===== config.mk =====
export PLATFORM = sky130hd
export DESIGN_NAME = pingpong_line_reader
export DESIGN_NICKNAME = d
export VERILOG_FILES = /design/src/rtl/pingpong_line_reader.sv
export SDC_FILE = /design/constraint.sdc
export NUM_CORES = 1
export LEC_CHECK = 0
export ABC_CLOCK_PERIOD_IN_PS = 5000
export CELL_PAD_IN_SITES_DETAIL_PLACEMENT = 1
export CELL_PAD_IN_SITES_GLOBAL_PLACEMENT = 1
export CORE_MARGIN = 3
export CORE_UTILIZATION = 40
export CTS_BUF_LIST = sky130_fd_sc_hd__clkbuf_16
export CTS_CLUSTER_SIZE = 16
export DETAILED_ROUTE_END_ITERATION = 8
export HOLD_SLACK_MARGIN = 0.15
export PLACE_DENSITY_LB_ADDON = 0.1
export SLEW_MARGIN = 5
export SYNTH_ARGS = -nofsm -noshare
export SYNTH_HDL_FRONTEND = slang
export SYNTH_SLANG_ARGS = --single-unit

===== constraint.sdc =====
create_clock -name clk -period 5 [get_ports clk]
set_input_delay 0.5 -clock clk [delete_from_list [all_inputs] [get_ports clk]]
set_output_delay 0.5 -clock clk [all_outputs]
set_load 0.03 [all_outputs]

===== src/rtl/pingpong_line_reader.sv =====
// Reads whole video lines alternately from a ping and a pong line FIFO and
// streams them out as a valid/ready pixel stream with end-of-line marking.
module pingpong_line_reader #(
  parameter int DATA_WIDTH = 16,
  parameter int LINE_LEN   = 1920,
  parameter int LVL_WIDTH  = 12
) (
  input  logic                  clk,
  input  logic                  rst_n,
  input  logic                  sof_clr,
  input  logic [DATA_WIDTH-1:0] ping_rd_data,
  input  logic                  ping_rd_empty,
  input  logic [LVL_WIDTH-1:0]  ping_rd_water_level,
  output logic                  ping_rd_en,
  input  logic [DATA_WIDTH-1:0] pong_rd_data,
  input  logic                  pong_rd_empty,
  input  logic [LVL_WIDTH-1:0]  pong_rd_water_level,
  output logic                  pong_rd_en,
  output logic [DATA_WIDTH-1:0] m_data,
  output logic                  m_valid,
  input  logic                  m_ready,
  output logic                  m_last,
  output logic                  line_done,
  output logic                  underflow
);
  localparam int CNT_W = (LINE_LEN > 1) ? $clog2(LINE_LEN) : 1;
  localparam logic [CNT_W-1:0]     LAST    = CNT_W'(LINE_LEN - 1);
  localparam logic [LVL_WIDTH-1:0] LVL_THR = LVL_WIDTH'(LINE_LEN);

  typedef enum logic [1:0] {WAIT_PING, RD_PING, WAIT_PONG, RD_PONG} state_t;

  state_t                state, state_nxt;
  logic [CNT_W-1:0]      rd_cnt, beat_cnt;
  logic [1:0]            occ;
  logic                  inflight, inflight_pong;
  logic [DATA_WIDTH-1:0] skid0, skid1, rd_word;
  logic [2:0]            fill;
  logic                  pop, push, room, rd_issue;

  assign pop      = m_valid & m_ready;
  assign push     = inflight;
  // A slot freed by a same-cycle pop counts as free, otherwise 1 beat/clk is unreachable.
  assign fill     = {1'b0, occ} + {2'b0, inflight} - {2'b0, pop};
  assign room     = (fill < 3'd2);
  assign rd_issue = ping_rd_en | pong_rd_en;
  assign rd_word  = inflight_pong ? pong_rd_data : ping_rd_data;

  assign m_valid   = (occ != 2'd0);
  assign m_data    = skid0;
  assign m_last    = m_valid & (beat_cnt == LAST);
  assign line_done = pop & m_last;

  always_comb begin
    state_nxt  = state;
    ping_rd_en = 1'b0;
    pong_rd_en = 1'b0;
    if (sof_clr) begin
      state_nxt = WAIT_PING;
    end else begin
      case (state)
        WAIT_PING: if (ping_rd_water_level >= LVL_THR) state_nxt = RD_PING;
        RD_PING: begin
          ping_rd_en = room;
          if (room && rd_cnt == LAST) state_nxt = WAIT_PONG;
        end
        WAIT_PONG: if (pong_rd_water_level >= LVL_THR) state_nxt = RD_PONG;
        RD_PONG: begin
          pong_rd_en = room;
          if (room && rd_cnt == LAST) state_nxt = WAIT_PING;
        end
        default: state_nxt = WAIT_PING;
      endcase
    end
  end

  always_ff @(posedge clk or negedge rst_n) begin
    if (!rst_n) begin
      state         <= WAIT_PING;
      rd_cnt        <= '0;
      inflight      <= 1'b0;
      inflight_pong <= 1'b0;
    end else begin
      state         <= state_nxt;
      inflight      <= rd_issue;
      inflight_pong <= pong_rd_en;
      if (sof_clr)       rd_cnt <= '0;
      else if (rd_issue) rd_cnt <= (rd_cnt == LAST) ? '0 : rd_cnt + 1'b1;
    end
  end

  // Two-entry skid buffer, skid0 is always the head.
  always_ff @(posedge clk or negedge rst_n) begin
    if (!rst_n) begin
      occ   <= 2'd0;
      skid0 <= '0;
      skid1 <= '0;
    end else if (sof_clr) begin
      occ   <= 2'd0;
      skid0 <= '0;
      skid1 <= '0;
    end else begin
      case ({push, pop})
        2'b10: begin
          if (occ == 2'd0) skid0 <= rd_word;
          else             skid1 <= rd_word;
          occ <= occ + 2'd1;
        end
        2'b01: begin
          skid0 <= skid1;
          occ   <= occ - 2'd1;
        end
        2'b11: begin
          if (occ == 2'd1) begin
            skid0 <= rd_word;
          end else begin
            skid0 <= skid1;
            skid1 <= rd_word;
          end
        end
        default: ;
      endcase
    end
  end

  always_ff @(posedge clk or negedge rst_n) begin
    if (!rst_n) begin
      beat_cnt  <= '0;
      underflow <= 1'b0;
    end else begin
      if (sof_clr)  beat_cnt <= '0;
      else if (pop) beat_cnt <= (beat_cnt == LAST) ? '0 : beat_cnt + 1'b1;
      if ((ping_rd_en & ping_rd_empty) | (pong_rd_en & pong_rd_empty))
        underflow <= 1'b1;
    end
  end

endmodule


==> impl_metrics.tcl <==
set metrics [dict create \
    netlist.top_cell.by_area "dfrtp_1" \
    grt_start_max_net_pins 62 \
    rows 32 \
    design.portCount 84 \
    clk_root_buffer_cell "clkbuf_16" \
    die_width_um 97.24 \
    wire_per_inst_um 17.44 \
    skew_ns 0.007942 \
    synthDistinctLibCells 52 \
    max_slew.worst_pin.slew_ns 1.008 \
    r2r-start "occ[1]" \
    cts_buffer_depth 2 \
    reg2regPathDepth 11 \
    floorplan.initialDensity 0.4221 \
    postCtsHoldBufs 0 \
    grt_pass1_vias 3075 \
    pwr-share-clk 0.287 \
    port_buffers 69 \
    number_of_antenna_violations_at_the_first_check_in_global_routing 0 \
    power_density_nw_per_um2 471.4 \
    drv_slew 0 \
    die-area_um2 9455 \
    synth_enable_flop_cells 0 \
    grt_first_pass_wirelength_um 15280 \
    critical_path_peak_fanout 7 \
    synthArstFlopShare 1.000 \
    timing.final.hold_violations 0 \
    cts-buffers-inserted 9 \
    power_switching_mw 0.7642 \
    ys_seq_area_frac 0.4585 \
    timing.setup.critical_path_class "reg -> out" \
    synth_ff_type "dfrtp_1" \
    post-route-min-period_ns 4.236 \
    grt_use_total 0.1975 \
    combinationalPowerShare 0.391 \
    routed_wirelength_um 8895 \
    end_kind "primary output" \
    clock_insertion_delay_worst_skew_ns 0.32 \
    endpoint "pong_rd_en" \
    ant_nets 0 \
    min_period_over_period 0.8471 \
    dieHeight_um 97.24 \
    postSynthRegisterBits 61 \
    core_region_area_um2 7888 \
    vias_per_cell 5.486 \
    startpoint "occ[1]" \
    fmaxAchievable_mhz 236.1 \
    post-cts-setup-buffer-count 0 \
    avgSynthCellArea_um2 9.909 \
    most_used_cells_in_the_layout_excluding_fill_and_tap_cells "clkdlybuf4s50_1 (68), dfrtp_1 (61), nand2_1 (34)" \
    clock_sinks 61 \
    netlist_instances 336 \
    syn-cell-area_um2 3329 \
    drv.max_cap_violation_count 0 \
    slew-limit-headroom 0.3221 \
    setup_viol 0 \
    critPathRequiredTime_ns 4.50 \
    design.final.nets 477 \
    min_path_type "in -> async" \
    rsz0062_at_grt "false" \
    synth_top_area_share 0.4585 \
    outcome "completed" \
    cts_resized 0 \
    number_of_diodes 0 \
    place_congestion 0.8142 \
    ir_drop_mv 0.2251 \
    r2r_slack_ns 1.58 \
    finalPower_mw 2.069 \
    grt_overflow_total 0 \
    area_delta_synth_final_pct 31.83 \
    power.sequential.fraction 0.322 \
    layout_commonest_cell "clkdlybuf4s50_1" \
    htree_num_levels 3 \
    drt_pre_antenna_iters 4 \
    fraction_of_layout_cells_with_a_size_suffix_above_1 0.09559 \
    total_leakage_power_nw 1.863 \
    yosysWarnings 0 \
    drtIter0Drc 115 \
    hpwlAfterDp_um 5905 \
    cp.arrival_ns 3.74 \
    vias 2798 \
    yosys-top-cells-area "dfrtp_1 (46%), mux2i_1 (9.0%), mux2_2 (4.1%), nand2_1 (3.8%), ha_1 (3.8%)" \
    synth_nets 409 \
    tritoncts "yes" \
    power_report.internal_total_mw 1.305 \
    power_switching_share 0.3694 \
    drc_violation_count_after_routing 0 \
    timing.setup.tns_ns 0 \
    worst_setup_path_start_kind "flip-flop" \
    clk_pin_slew_ns 0.06 \
    r2r_end "rd_cnt[9]" \
]
-- through the flow --
stage	utilization	cells	hold WS, ns	worst slack [ns]	area (um^2)
floorplan	-	336	0.2044	1.845	3329
global placement	0.5209	495	0.4402	0.9492	4109
detailed placement	0.5209	495	0.4639	0.8907	4109
CTS	0.5565	510	0.3818	0.7187	4389
global route	0.5565	510	0.4079	0.4420	4389
finish	0.5565	510	0.3302	0.7645	4389
-- Yosys cell counts, types with 2 or more instances --
cell and count:
a31oi_1 6, or2_2 3, nand4_1 7, o21a_1 5, or3_1 5, o2111ai_1 3
dfrtp_1 61, clkbuf_1 9, nor3b_1 2, o311ai_0 3, inv_1 9, xor2_1 7
o211ai_1 3, nor2_1 31, a22o_1 2, a21oi_1 8, nand2_1 34, and3_1 6
nand3_1 8, buf_1 4, a21o_1 2, ha_1 10, mux2i_1 30, o21ai_0 23
and2_1 4, nand2b_1 4, mux2_2 12, nor3_1 3, xnor2_1 2, a211oi_1 6
nor4_1 3
-- flip-flops by register name, indices dropped and copies added (netlist names) --
signal         flops
occ                2
skid1             16
underflow          1
rd_cnt            11
state              2
beat_cnt          11
m_data            16
inflight_pong      1
inflight           1
-- final cells by class --
class	count	area [um^2]
fillers	907	3498
clock inverters	6	55.05
inverters	11	43.79
clock buffers	9	225.2
repair buffers	73	715.7
multi-input cells	248	1695
flip-flops and latches	61	1526
well taps	102	127.6
-- worst max-delay path: stages (launching register included) --
cell and delay [ns]:
dfrtp_1 0.40, inv_1 0.10, ha_1 0.27, nor2b_2 0.20
inv_4 0.07, ha_1 0.26, nand2b_1 0.15, fa_1 0.39
xnor2_1 0.43, and3_1 0.29, and2_1 0.17, clkdlybuf4s50_1 0.67
-- power groups by stage --
stage / combinational, mW / clock, mW / sequential, mW
floorplan: 0.443 / 0 / 0.748
global placement: 0.784 / 0 / 0.664
detailed placement: 0.806 / 0 / 0.672
CTS: 0.822 / 0.599 / 0.669
global route: 0.891 / 0.627 / 0.679
finish: 0.809 / 0.594 / 0.666
-- layer usage --
layer	part of all wire	track usage	vias to the layer above
met5	0	0	-
met4	0.012	0.05431	0
met3	0.041	0.04738	11
met2	0.52	0.3540	61
met1	0.43	0.2362	1386
li1	-	-	1340
-- cells by family after synthesis --
| logic type | count (synthesis) | share of synthesized area |
|---|---|---|
| buffers and inverters | 27 | 0.03419 |
| adder cells (fa/ha/maj) | 11 | 0.04359 |
| XOR/XNOR | 9 | 0.02368 |
| flip-flops | 61 | 0.4585 |
| AO/OA/AOI/OAI | 71 | 0.1424 |
| AND/OR/NAND/NOR | 115 | 0.1669 |
| multiplexers | 42 | 0.1308 |
-- worst min path at each step --
| stage | endpoint | slack [ns] | cells after the start |
|---|---|---|---|
| global placement | underflow | 0.44 | 1 |
| detailed placement | underflow | 0.46 | 1 |
| global route | m_data[10] | 0.41 | 2 |
| floorplan | beat_cnt[0] | 0.20 | 0 |
| finish | m_data[15] | 0.33 | 2 |
| CTS | m_data[15] | 0.38 | 2 |
(Power assumes the default switching activity.)
